[src/rtl/hub75_pkg.sv]
// hub75_pkg: shared types and constants for the HUB75 bit-plane scheduler.
//   state_t     - scan states used by the scheduler and its shift unit
//   ROW_W/COL_W - row/column address widths of the 64x64, 1/32-scan panel
//   PIX_W       - width of one {R,G,B} pixel in the framebuffer word
//   *_OFS       - bit offset of each colour nibble within a pixel
//   plane_bits  - picks one bit plane of a pixel as {R,G,B}
package hub75_pkg;

    typedef enum logic [2:0] {
        IDLE,
        FETCH,
        CLK_LO,
        CLK_HI,
        BLANK,
        LATCH,
        DISPLAY
    } state_t;

    localparam int ROW_W   = 5;
    localparam int COL_W   = 6;
    localparam int PIX_W   = 12;
    localparam int NIB_W   = 4;
    localparam int PLANE_W = 2;

    localparam int R_OFS = 8;
    localparam int G_OFS = 4;
    localparam int B_OFS = 0;

    function automatic logic [2:0] plane_bits(input logic [PIX_W-1:0]   pix,
                                              input logic [PLANE_W-1:0] plane);
        logic [NIB_W-1:0] r, g, b;
        r = pix[R_OFS +: NIB_W];
        g = pix[G_OFS +: NIB_W];
        b = pix[B_OFS +: NIB_W];
        return {r[plane], g[plane], b[plane]};
    endfunction

endpackage

[src/rtl/hub75_shift_unit.sv]
// hub75_shift_unit: shifts one bit plane of one row pair into the panel.
//   clk, rst          - system clock, synchronous active-high reset
//   start             - one-cycle pulse, begins a 64-column shift
//   row, plane        - row being fetched and bit plane being extracted
//   fb_rd_en, fb_addr - framebuffer read strobe and {row, col} address
//   fb_rd_data        - {top pixel, bottom pixel}, valid 1 cycle after fb_rd_en
//   col               - column currently being shifted
//   display_clk       - panel shift clock
//   rgb_top, rgb_bot  - selected plane bits for the current column
//   done              - one-cycle pulse in the last cycle of the last column
//
// state  | meaning
// IDLE   | waiting for start
// FETCH  | framebuffer read issued for {row, col}
// CLK_LO | display_clk low, CLK_DIV cycles; pixel bits captured in the first
// CLK_HI | display_clk high, CLK_DIV cycles; panel samples on the rise
module hub75_shift_unit
    import hub75_pkg::*;
#(
    parameter int COLS    = 64,
    parameter int CLK_DIV = 2
) (
    input  logic                     clk,
    input  logic                     rst,
    input  logic                     start,
    input  logic [ROW_W-1:0]         row,
    input  logic [PLANE_W-1:0]       plane,
    input  logic [2*PIX_W-1:0]       fb_rd_data,
    output logic                     fb_rd_en,
    output logic [ROW_W+COL_W-1:0]   fb_addr,
    output logic [COL_W-1:0]         col,
    output logic                     display_clk,
    output logic [2:0]               rgb_top,
    output logic [2:0]               rgb_bot,
    output logic                     done
);

    localparam int DIV_W = $clog2(CLK_DIV);

    state_t           phase_q, phase_d;
    logic [DIV_W-1:0] div_cnt;
    logic             div_tc;
    logic             last_col;
    logic             first_lo;

    assign div_tc   = (div_cnt == '0);
    assign last_col = (col == COL_W'(COLS - 1));
    // Read data arrives exactly one cycle after FETCH, i.e. in the first CLK_LO cycle.
    assign first_lo = (phase_q == CLK_LO) && (div_cnt == DIV_W'(CLK_DIV - 1));
    assign fb_addr  = {row, col};

    always_ff @(posedge clk) begin
        if (rst) begin
            phase_q <= IDLE;
        end else begin
            phase_q <= phase_d;
        end
    end

    always_comb begin
        phase_d = phase_q;
        case (phase_q)
            IDLE:    if (start) phase_d = FETCH;
            FETCH:   phase_d = CLK_LO;
            CLK_LO:  if (div_tc) phase_d = CLK_HI;
            CLK_HI:  if (div_tc) phase_d = last_col ? IDLE : FETCH;
            default: phase_d = IDLE;
        endcase
    end

    always_comb begin
        fb_rd_en    = (phase_q == FETCH);
        display_clk = (phase_q == CLK_HI);
        done        = (phase_q == CLK_HI) && div_tc && last_col;
    end

    always_ff @(posedge clk) begin
        if (rst) begin
            div_cnt <= DIV_W'(CLK_DIV - 1);
            col     <= '0;
            rgb_top <= '0;
            rgb_bot <= '0;
        end else begin
            if (phase_q == CLK_LO || phase_q == CLK_HI) begin
                div_cnt <= div_tc ? DIV_W'(CLK_DIV - 1) : div_cnt - DIV_W'(1);
            end
            if (phase_q == CLK_HI && div_tc) begin
                col <= last_col ? '0 : col + COL_W'(1);
            end
            if (first_lo) begin
                rgb_top <= plane_bits(fb_rd_data[2*PIX_W-1:PIX_W], plane);
                rgb_bot <= plane_bits(fb_rd_data[PIX_W-1:0], plane);
            end
        end
    end

endmodule

[src/rtl/hub75_bcm_scheduler.sv]
// hub75_bcm_scheduler: row/plane sequencer with binary-coded-modulation on-times
// for a 64x64 1/32-scan HUB75 panel.
//   clk, rst            - system clock, synchronous active-high reset
//   enable              - run request, honoured in IDLE and at frame end
//   fb_rd_en, fb_addr   - framebuffer read strobe and {row, col}
//   fb_rd_data          - {top pixel, bottom pixel}, 1 cycle read latency
//   rgb_top, rgb_bot    - current plane bits to the panel
//   display_clk, latch  - panel shift clock and latch
//   oe                  - panel output enable, active-low
//   row_addr, col_addr  - displayed row, column being shifted
//   frame_done          - one-cycle pulse after the last row's last plane
//
// state   | meaning
// IDLE    | outputs at rest, waiting for enable
// FETCH   | plane shift running; per-column FETCH/CLK_LO/CLK_HI live in the shift unit
// BLANK   | outputs blanked, row_addr updated
// LATCH   | latch pulse
// DISPLAY | oe low for BASE_ON_CYCLES << plane cycles
module hub75_bcm_scheduler
    import hub75_pkg::*;
#(
    parameter int ROWS           = 32,
    parameter int COLS           = 64,
    parameter int COLOR_BITS     = 4,
    parameter int CLK_DIV        = 2,
    parameter int BASE_ON_CYCLES = 8
) (
    input  logic                     clk,
    input  logic                     rst,
    input  logic                     enable,
    output logic                     fb_rd_en,
    output logic [ROW_W+COL_W-1:0]   fb_addr,
    input  logic [2*PIX_W-1:0]       fb_rd_data,
    output logic [2:0]               rgb_top,
    output logic [2:0]               rgb_bot,
    output logic                     display_clk,
    output logic                     latch,
    output logic                     oe,
    output logic [ROW_W-1:0]         row_addr,
    output logic [COL_W-1:0]         col_addr,
    output logic                     frame_done
);

    localparam int ON_MAX = BASE_ON_CYCLES << (COLOR_BITS - 1);
    localparam int ON_W   = $clog2(ON_MAX + 1);

    state_t               state_q, state_d;
    logic [ROW_W-1:0]     row;
    logic [PLANE_W-1:0]   plane;
    logic [ON_W-1:0]      on_cnt;
    logic [ON_W-1:0]      on_load;
    logic                 on_tc;
    logic                 last_plane;
    logic                 last_row;
    logic                 frame_end;
    logic                 shift_start;
    logic                 shift_done;
    logic [2:0]           rgb_top_raw;
    logic [2:0]           rgb_bot_raw;
    logic [ROW_W-1:0]     row_addr_q;
    logic                 frame_done_q;

    assign on_load    = (ON_W'(BASE_ON_CYCLES) << plane) - ON_W'(1);
    assign on_tc      = (on_cnt == '0);
    assign last_plane = (plane == PLANE_W'(COLOR_BITS - 1));
    assign last_row   = (row == ROW_W'(ROWS - 1));
    assign frame_end  = last_plane && last_row;

    hub75_shift_unit #(
        .COLS    (COLS),
        .CLK_DIV (CLK_DIV)
    ) u_shift (
        .clk         (clk),
        .rst         (rst),
        .start       (shift_start),
        .row         (row),
        .plane       (plane),
        .fb_rd_data  (fb_rd_data),
        .fb_rd_en    (fb_rd_en),
        .fb_addr     (fb_addr),
        .col         (col_addr),
        .display_clk (display_clk),
        .rgb_top     (rgb_top_raw),
        .rgb_bot     (rgb_bot_raw),
        .done        (shift_done)
    );

    always_ff @(posedge clk) begin
        if (rst) begin
            state_q <= IDLE;
        end else begin
            state_q <= state_d;
        end
    end

    always_comb begin
        state_d = state_q;
        case (state_q)
            IDLE:    if (enable) state_d = FETCH;
            FETCH:   if (shift_done) state_d = BLANK;
            BLANK:   state_d = LATCH;
            LATCH:   state_d = DISPLAY;
            DISPLAY: if (on_tc) state_d = (frame_end && !enable) ? IDLE : FETCH;
            default: state_d = IDLE;
        endcase
    end

    always_comb begin
        shift_start = (state_d == FETCH) && (state_q != FETCH);
        latch       = (state_q == LATCH);
        oe          = (state_q != DISPLAY);
        // The shift registers keep the last plane's bits; IDLE shows zeros instead.
        rgb_top     = (state_q == IDLE) ? 3'b000 : rgb_top_raw;
        rgb_bot     = (state_q == IDLE) ? 3'b000 : rgb_bot_raw;
        row_addr    = row_addr_q;
        frame_done  = frame_done_q;
    end

    always_ff @(posedge clk) begin
        if (rst) begin
            row          <= '0;
            plane        <= '0;
            on_cnt       <= '0;
            row_addr_q   <= '0;
            frame_done_q <= 1'b0;
        end else begin
            frame_done_q <= (state_q == DISPLAY) && on_tc && frame_end;

            if (state_q == LATCH) begin
                on_cnt <= on_load;
            end else if (state_q == DISPLAY && !on_tc) begin
                on_cnt <= on_cnt - ON_W'(1);
            end

            if (state_q == DISPLAY && on_tc) begin
                if (last_plane) begin
                    plane <= '0;
                    row   <= last_row ? '0 : row + ROW_W'(1);
                end else begin
                    plane <= plane + PLANE_W'(1);
                end
            end

            // row_addr moves only while blanked: in BLANK, or when dropping to IDLE.
            if (state_d == IDLE) begin
                row_addr_q <= '0;
            end else if (state_q == BLANK) begin
                row_addr_q <= row;
            end
        end
    end

endmodule

[config.mk]
export PLATFORM = sky130hd
export DESIGN_NAME = hub75_bcm_scheduler
export DESIGN_NICKNAME = d
export VERILOG_FILES = /design/src/rtl/hub75_pkg.sv /design/src/rtl/hub75_shift_unit.sv /design/src/rtl/hub75_bcm_scheduler.sv
export SDC_FILE = /design/constraint.sdc
export NUM_CORES = 1
export LEC_CHECK = 0
export ABC_AREA = 1
export CAP_MARGIN = 20
export CORE_MARGIN = 1.5
export CORE_UTILIZATION = 52
export DETAILED_ROUTE_END_ITERATION = 8
export PLACE_DENSITY = 0.9
export SLEW_MARGIN = 20
export SYNTH_ARGS = -nofsm -noshare
export SYNTH_HDL_FRONTEND = slang
export SYNTH_SLANG_ARGS = --single-unit
[constraint.sdc]
create_clock -name clk -period 4.7 [get_ports clk]
set_input_delay 0.47 -clock clk [delete_from_list [all_inputs] [get_ports clk]]
set_output_delay 0.47 -clock clk [all_outputs]
set_load 0.02 [all_outputs]
==> impl_metrics.tcl, run 1 <==
set metrics [dict create \
    setup_violations 0 \
    yosysTopAreaCell "dfxtp_1" \
    rsz0062_at_grt "no" \
    ys_types 33 \
    die-width_um 67.7 \
    pre_cts_ws_ps 2370 \
    hp-start "on_cnt[6]$_SDFFE_PP0P_" \
    synth_seq_area_share 0.349 \
    vias_per_cell 5.27 \
    cts.repair.resized 0 \
    drc 0 \
    synthCells 306 \
    worstPathBufferInverterCount 1 \
    max_freq_mhz 379 \
    cts_tree "built" \
    antenna_left 0 \
    holdPathEnd "on_cnt[6]$_SDFFE_PP0P_" \
    slew-limit-headroom 0.346 \
    synth_top_area_share 0.349 \
    arrival_ps 2170 \
    final_nets 397 \
    crit_path_top_delay_cell "nor3_1" \
    multi_input_area_um2 1120 \
    slowest_delay_ps 810 \
    worst_pin_slew_ps 973 \
    regArea_um2 761 \
    wirelength_um 5210 \
    cap_violations 0 \
    areaGrowthSynthToFinish_pct 31.4 \
    yosys-top-cells-area "dfxtp_1 35%, inv_1 8.3%, o21ai_0 8.0%, ha_1 6.9%, nor2_1 6.9%" \
    period_minus_slack_ps 2640 \
    postCtsHoldBufs 0 \
    gp_congestion 0.792 \
    syn-cell-area_um2 2180 \
    hold_depth 2 \
    die_y_um 67.7 \
    syn_nets 345 \
    r2r_cells 14 \
    drt_first_iter_violations 91 \
    cts.reportedPaths.clkPinSlew_ps 80 \
    outcome "finished clean" \
    grt_max_degree 18 \
    crit_path_start_kind "flip-flop" \
    ys_seq_elements 38 \
    port_buffers 59 \
    synth_edf_count 0 \
    htreeDepth 2 \
    n_antenna_cell 0 \
    cts-buffers-inserted 5 \
    gr-usage-all-layers 0.248 \
    async_flop_share 0 \
    cts_num_sinks 38 \
    crit_chain "nor3_1 > nor2_1 > clkdlybuf4s50_1" \
    crit_path_end_kind "output pin" \
    grt_pass1_wl_um 8510 \
    tns_ps 0 \
    r2r_end "u_shift.phase_q[1]$_SDFFE_PP0P_" \
    clockBufferDepth 2 \
    total_power_uw 884 \
    drive_gt1_frac 0.0836 \
    vias 2157 \
    peakVddDrop_v 0.000260 \
    critPathRequiredTime_ps 4230 \
    hold_viol 0 \
    row_count 23 \
    synthTopCellsByCount "48 x inv_1, 40 x nor2_1, 38 x dfxtp_1" \
    cellPowerDensity_nw_per_um2 309 \
    grt_overflow 0 \
    drt_pass1_iterations 4 \
    setup_ws_ps 2060 \
    finalCritPeriodShare 0.561 \
    r2r_setup_slack_ps 2680 \
    r2r_start "row[0]$_SDFFE_PP0P_" \
    avgSynthCellArea_um2 7.12 \
    fill_cells 320 \
    critPathTopFamily "simple AND/OR/NAND/NOR gates" \
    synth_ff_type "dfxtp_1" \
    coreArea_um2 4000 \
    num_io_pins 60 \
    clk_latency_ps 300 \
    yosysWarnings 0 \
    setup.worst_path.class "reg -> out" \
    crit_fanout 6 \
    dieArea_um2 4590 \
    dp_hpwl_um 3840 \
    antenna_found_initial 0 \
    hp-class "reg -> reg" \
    maxSlewViolCount 0 \
    cts_root_buf "clkbuf_8" \
    synthMostInstantiatedCell "inv_1" \
    fin_skew_ps 6.16 \
    wl_per_cell_um 12.7 \
    grt_pass1_vias 2012 \
    cts_setup_buffers 0 \
    p_leak_uw 0.00119 \
    start_util 0.545 \
]
-- metal layers --
| metal | GRT usage | vias to the layer above | share of wire |
|---|---|---|---|
| met5 | 0 | - | 0 |
| met3 | 0.0633 | 11 | 0.058 |
| met1 | 0.276 | 989 | 0.41 |
| li1 | - | 1078 | - |
| met2 | 0.447 | 79 | 0.52 |
| met4 | 0.0969 | 0 | 0.018 |
-- registers in the layout, indices dropped and copies added, names as in the netlist, 2 cells and up --
signal and cells:
on_cnt 7, plane 2, row 5, row_addr 5
state_q 3, u_shift.col 6, u_shift.phase_q 2, u_shift.rgb_bot 3
u_shift.rgb_top 3
-- worst max-delay path by stage --
| stage | cells after the start | endpoint | slack (ps) | startpoint |
|---|---|---|---|---|
| 2_1_floorplan | 13 | u_shift.phase_q[1]$_SDFFE_PP0P_ | 2930 | row[0]$_SDFFE_PP0P_ |
| 3_3_place_gp | 4 | row[3]$_SDFFE_PP0P_ | 2430 | rst |
| 3_5_place_dp | 4 | row[3]$_SDFFE_PP0P_ | 2370 | rst |
| 4_1_cts | 3 | rgb_top[0] | 2090 | state_q[1]$_SDFF_PP0_ |
| 5_1_grt | 3 | rgb_top[1] | 1970 | state_q[1]$_SDFF_PP0_ |
| 6_report | 3 | rgb_top[0] | 2060 | state_q[1]$_SDFF_PP0_ |
-- layout by cell type, fill, tap and decap left out, drive strengths merged, types with 5 or more instances in the layout --
| cell | synthesis | layout |
|---|---|---|
| a21oi | 20 | 20 |
| o22ai | 6 | 6 |
| ha | 12 | 12 |
| a31oi | 5 | 5 |
| inv | 55 | 55 |
| dfxtp | 38 | 38 |
| nor2 | 45 | 45 |
| nand2 | 41 | 41 |
| nand3 | 11 | 11 |
| clkbuf | 7 | 5 |
| o21ai | 38 | 38 |
| nor3 | 6 | 6 |
| clkdlybuf4s50 | 0 | 59 |
-- cells by family after synthesis --
group,share of synthesized area
and+or+nand+nor,0.247
buffers and inverters,0.135
xor gates and xnor gates,0.0161
DFF,0.349
AOI/OAI and AO/OA,0.184
adders and majority gates,0.0689
-- where the power goes --
part	internal (uW)	total, uW	switching (uW)
clock network	158	281	123
logic	96.2	231	135
registers	354	372	18.0
total	608	884	276
-- area by class of cell --
type                    count  share of cell area
clock buffers               5              0.0240
inverters                  55              0.0739
multi-input cells         199               0.392
repair buffers             59               0.206
clock inverters             3              0.0157
well taps                  50              0.0219
flip-flops and latches     38               0.266
-- tightest hold or removal path: cells and delay by family (launching register included) --
| kind | cells | cell delay, ps |
|---|---|---|
| DFF | 1 | 320 |
| and+or+nand+nor | 1 | 80 |
| buffers and inverters | 1 | 40 |
-- through the flow --
step | std cells | util | area, um2 | hold slack [ps]
after floorplan | 306 | - | 2180 | 437
after global placement | 401 | 0.687 | 2750 | 447
after detailed placement | 401 | 0.687 | 2750 | 465
after CTS | 409 | 0.716 | 2860 | 477
after global routing | 409 | 0.716 | 2860 | 486
final | 409 | 0.716 | 2860 | 480
Power figures use the tool's default switching activity.
==> run 2, diff against run 1 <==
- CORE_UTILIZATION: 52 -> 48
- PLACE_DENSITY: 0.9 -> 0.84
- clock period: 4.7 -> 2.6 ns (I/O delays scaled with it)
==> impl_metrics.tcl, run 2 (synthesis gave the netlist of run 1 again) <==
set metrics [dict create \
    largest_reg_flops 7 \
    pre_cts_ws_ps 740 \
    drc 0 \
    cts_setup_buffers 0 \
    die_y_um 70.4 \
    seqPwrFrac 0.447 \
    r2r_end "row[3]$_SDFFE_PP0P_" \
    grt_max_degree 16 \
    clk_latency_ps 290 \
    hp-class "reg -> reg" \
    areaGrowthSynthToFinish_pct 31.2 \
    start_util 0.500 \
    p_sw_uw 468 \
    largest_register "on_cnt" \
    vias 2118 \
    htreeDepth 2 \
    pwr-share-comb 0.274 \
    crit_path_start_kind "flip-flop" \
    switching_share 0.312 \
    cts_tree "built" \
    slowest_delay_ps 560 \
    cap_violations 0 \
    tns_ps 0 \
    antenna_left 0 \
    drt_first_iter_violations 116 \
    crit_path_top_delay_cell "nor3_1" \
    worst_pin_slew_ps 632 \
    gr-usage-all-layers 0.210 \
    num_io_pins 60 \
    arrival_ps 1850 \
    vias_per_cell 5.13 \
    cts-buffers-inserted 5 \
    fin_skew_ps 4.14 \
    intPower_uw 1030 \
    mostFrequentLayoutCells "59 x clkdlybuf4s50_1, 48 x inv_1, 40 x nor2_1, 38 x dfxtp_1, 37 x nand2_1" \
    setup.worst_path.class "reg -> out" \
    stdcell_count 413 \
    dieArea_um2 4950 \
    hold_depth 2 \
    maxSlewViolCount 0 \
    critPathRequiredTime_ps 2340 \
    finalCritPeriodShare 0.811 \
    setup_ws_ps 491 \
    cellPowerDensity_nw_per_um2 525 \
    cts.reportedPaths.clkPinSlew_ps 70 \
    hold_viol 0 \
    setup_violations 0 \
    grt_overflow 0 \
    postCtsHoldBufs 0 \
    wirelength_um 4960 \
    p_leak_uw 0.00120 \
    clockBufferDepth 2 \
    die-width_um 70.4 \
    n_antenna_cell 0 \
    max_freq_mhz 474 \
    coreArea_um2 4350 \
    row_count 24 \
    clkPwrFrac 0.278 \
    final_common_cell "clkdlybuf4s50_1" \
    r2r_cells 9 \
    cts_num_sinks 38 \
    crit_chain "nor3_1 > nor2_1 > clkdlybuf4s50_1" \
    crit_path_end_kind "output pin" \
    drive_gt1_frac 0.0859 \
    peakVddDrop_v 0.000305 \
    cts_root_buf "clkbuf_8" \
    outcome "finished clean" \
    grt_pass1_vias 1946 \
    total_power_uw 1500 \
    hp-start "on_cnt[6]$_SDFFE_PP0P_" \
    slew-limit-headroom 0.576 \
    r2r_setup_slack_ps 700 \
    cts.repair.resized 0 \
    crit_fanout 6 \
    worst_hold_slack_ps 469 \
    drt_pass1_iterations 4 \
    grt_pass1_wl_um 8430 \
    r2r_start "on_cnt[0]$_SDFFE_PP0P_" \
    dp_hpwl_um 3740 \
    antenna_found_initial 0 \
    largest_registers "on_cnt x7, u_shift.col x6" \
    final_nets 399 \
    dpl.cell_count 405 \
    wl_per_cell_um 12.0 \
    holdPathEnd "on_cnt[6]$_SDFFE_PP0P_" \
    rsz0062_at_grt "no" \
    port_buffers 59 \
    period_minus_slack_ps 2110 \
    gp_congestion 0.881 \
]
## run 2: cell types whose count changed in the layout (fill, tap and decap cells not counted), sizes merged
cell,delta
clkinvlp,-2
clkinv,+1
bufinv,-1
buf,+2
clkbuf,+2
## run 2: final cells by class
class | count | area [um2]
Tap cell | 52 | 65.1
Clock buffer | 7 | 86.3
Fill cell | 338 | 1500
Multi-Input combinational cell | 199 | 1120
Timing Repair Buffer | 61 | 606
Clock inverter | 1 | 5.00
Sequential cell | 38 | 761
Inverter | 55 | 211
## run 2: metal layers
| layer | up-vias | share of wire | track usage |
|---|---|---|---|
| met3 | 6 | 0.044 | 0.0563 |
| met5 | - | 0 | 0 |
| met4 | 0 | 0.014 | 0.0620 |
| li1 | 1090 | - | - |
| met1 | 967 | 0.44 | 0.244 |
| met2 | 55 | 0.50 | 0.372 |
## run 2: metrics by stage
| stage | cell area (um2) | utilization |
|---|---|---|
| after floorplan | 2180 | - |
| after global placement | 2770 | 0.635 |
| after detailed placement | 2770 | 0.635 |
| after CTS | 2860 | 0.656 |
| after global routing | 2860 | 0.656 |
| final | 2860 | 0.656 |
## run 2: power groups by stage
| stage | Combinational (uW) | Clock (uW) | Sequential, uW |
|---|---|---|---|
| final | 411 | 418 | 671 |
| after detailed placement | 406 | 0 | 684 |
| after floorplan | 277 | 0 | 679 |
| after global placement | 390 | 0 | 681 |
| after global routing | 469 | 447 | 676 |
| after CTS | 410 | 419 | 670 |
## run 2: worst max-delay path, delay by kind of cell (launching register included)
family / cells / cell delay, ps
buf+inv: 1 / 560
flops: 1 / 360
simple gates: 2 / 650
## run 2: worst max path at each step
stage | startpoint | end | slack [ps]
after floorplan | row[0]$_SDFFE_PP0P_ | u_shift.phase_q[1]$_SDFFE_PP0P_ | 830
after global placement | state_q[1]$_SDFF_PP0_ | rgb_top[1] | 770
after detailed placement | on_cnt[0]$_SDFFE_PP0P_ | row[3]$_SDFFE_PP0P_ | 740
after CTS | state_q[1]$_SDFF_PP0_ | rgb_top[1] | 440
after global routing | state_q[1]$_SDFF_PP0_ | rgb_top[1] | 370
final | state_q[1]$_SDFF_PP0_ | rgb_top[0] | 490
==> run 3, diff against run 2 <==
- CORE_UTILIZATION: 48 -> 43
- PLACE_DENSITY: 0.84 -> 0.8
- clock period: 2.6 -> 1.9 ns (I/O delays scaled with it)
==> impl_metrics.tcl, run 3 (synthesis gave the netlist of run 1 again) <==
set metrics [dict create \
    hold_viol 0 \
    rsz0062_at_grt "no" \
    final_nets 405 \
    wl_per_cell_um 11.4 \
    coreArea_um2 4790 \
    p_leak_uw 0.00134 \
    setup_violations 0 \
    final_area_um2 2940 \
    cts_root_buf "clkbuf_8" \
    setup.worst_path.class "reg -> out" \
    met3_usage 0.0678 \
    htreeDepth 2 \
    dp_hpwl_um 3800 \
    met1_usage 0.237 \
    cap_violations 0 \
    num_io_pins 60 \
    grt_pass1_vias 1826 \
    vias_per_cell 4.83 \
    arrival_ps 1560 \
    grt_max_degree 16 \
    r2r_start "row[1]$_SDFFE_PP0P_" \
    final_core_util 0.614 \
    row_count 25 \
    crit_fanout 5 \
    antenna_found_initial 0 \
    die_y_um 74.2 \
    total_power_uw 2010 \
    postCtsHoldBufs 0 \
    cts-buffers-inserted 5 \
    drt_pass1_iterations 4 \
    cts.reportedPaths.clkPinSlew_ps 70 \
    clockBufferDepth 2 \
    areaGrowthSynthToFinish_pct 35.0 \
    largest_register "on_cnt" \
    drive_gt1_frac 0.112 \
    cts_tree "built" \
    crit_path_start_kind "flip-flop" \
    grt_overflow 0 \
    period_minus_slack_ps 1750 \
    maxSlewViolCount 0 \
    clk_latency_ps 300 \
    gp_congestion 0.825 \
    drt_first_iter_violations 78 \
    grt_pass1_wl_um 8000 \
    final_common_cell "clkdlybuf4s50_1" \
    fin_skew_ps 3.27 \
    gr-usage-all-layers 0.190 \
    tns_ps 0 \
    finalCritPeriodShare 0.923 \
    place_area_um2 2830 \
    dieArea_um2 5500 \
    largest_registers "on_cnt x7, u_shift.col x6" \
    fill_cells 409 \
    cts_num_sinks 38 \
    crit_path_end_kind "output pin" \
    peakVddDrop_v 0.000350 \
    grt-busiest-layer "met2" \
    max_freq_mhz 570 \
    largest_reg_flops 7 \
    drc 0 \
    die-width_um 74.2 \
    grt_use_met2 0.304 \
    outcome "finished clean" \
    start_util 0.455 \
    vias 2091 \
    cellPowerDensity_nw_per_um2 682 \
    port_buffers 59 \
    worst_pin_slew_ps 550 \
    crit_start "u_shift.phase_q[1]$_SDFFE_PP0P_" \
    critPathRequiredTime_ps 1710 \
    hp-class "reg -> reg" \
    antenna_left 0 \
    wirelength_um 4950 \
    slew-limit-headroom 0.629 \
    mostFrequentLayoutCells "52 x clkdlybuf4s50_1, 46 x inv_1, 40 x nor2_1, 37 x nand2_1, 36 x dfxtp_1" \
    n_antenna_cell 0 \
    hp-start "on_cnt[6]$_SDFFE_PP0P_" \
]
[run 3: cell types whose count changed in the layout (fill, tap and decap cells not counted), sizes merged]
cell and change:
dlygate4sd2 +1, buf +6, clkdlybuf4s50 -7, dlymetal6s2s +6
clkinv -1
[run 3: worst max-delay path, cell delays in order (launching register included)]
cell	delay, ps
dfxtp_1	380
ha_1	250
clkdlybuf4s50_1	630
[run 3: area by class of cell]
cell class	instances	area, um2	share of cell area
Tap cell	67	83.8	0.0285
Multi-Input combinational cell	199	1140	0.388
Clock buffer	7	76.3	0.0260
Sequential cell	38	763	0.260
Timing Repair Buffer	67	664	0.226
Inverter	55	211	0.0719
[run 3: metal layers]
layer / vias to the layer above / wire length (um) / share of wire
li1: 1096 / - / -
met1: 924 / 2280 / 0.46
met2: 63 / 2300 / 0.46
met3: 8 / 297 / 0.060
met4: 0 / 78 / 0.016
met5: - / 0 / 0
[run 3: timing repair]
item                                   4_1_cts  5_1_grt
cloned                                       0        0
pin swaps                                    0        1
buffers inserted                             0        0
resized for setup                            1       13
endpoints found under the hold margin        0        0
setup endpoints to repair                    1       15
[run 3: path summary, 6_finish.rpt]
path	to	cells after the start	slack (ps)
setup reg to reg	u_shift.phase_q[1]$_SDFFE_PP0P_	13	170
hold reg to reg	on_cnt[6]$_SDFFE_PP0P_	2	470
setup / recovery	display_clk	2	150
hold / removal	on_cnt[6]$_SDFFE_PP0P_	2	470
[run 3: power by group]
| part | internal [uW] | switching [uW] | total [uW] |
|---|---|---|---|
| Sequential | 876 | 43.5 | 920 |
| Combinational | 245 | 311 | 556 |
| Clock | 253 | 277 | 530 |
| Total | 1370 | 632 | 2010 |
[run 3: stage by stage]
step / instances / hold WS, ps / setup WS (ps)
after floorplan: 306 / 437 / 128
after global placement: 426 / 455 / 187
after detailed placement: 426 / 466 / 117
after CTS: 433 / 475 / 1.80
after global routing: 433 / 510 / 2.32
final: 433 / 473 / 146
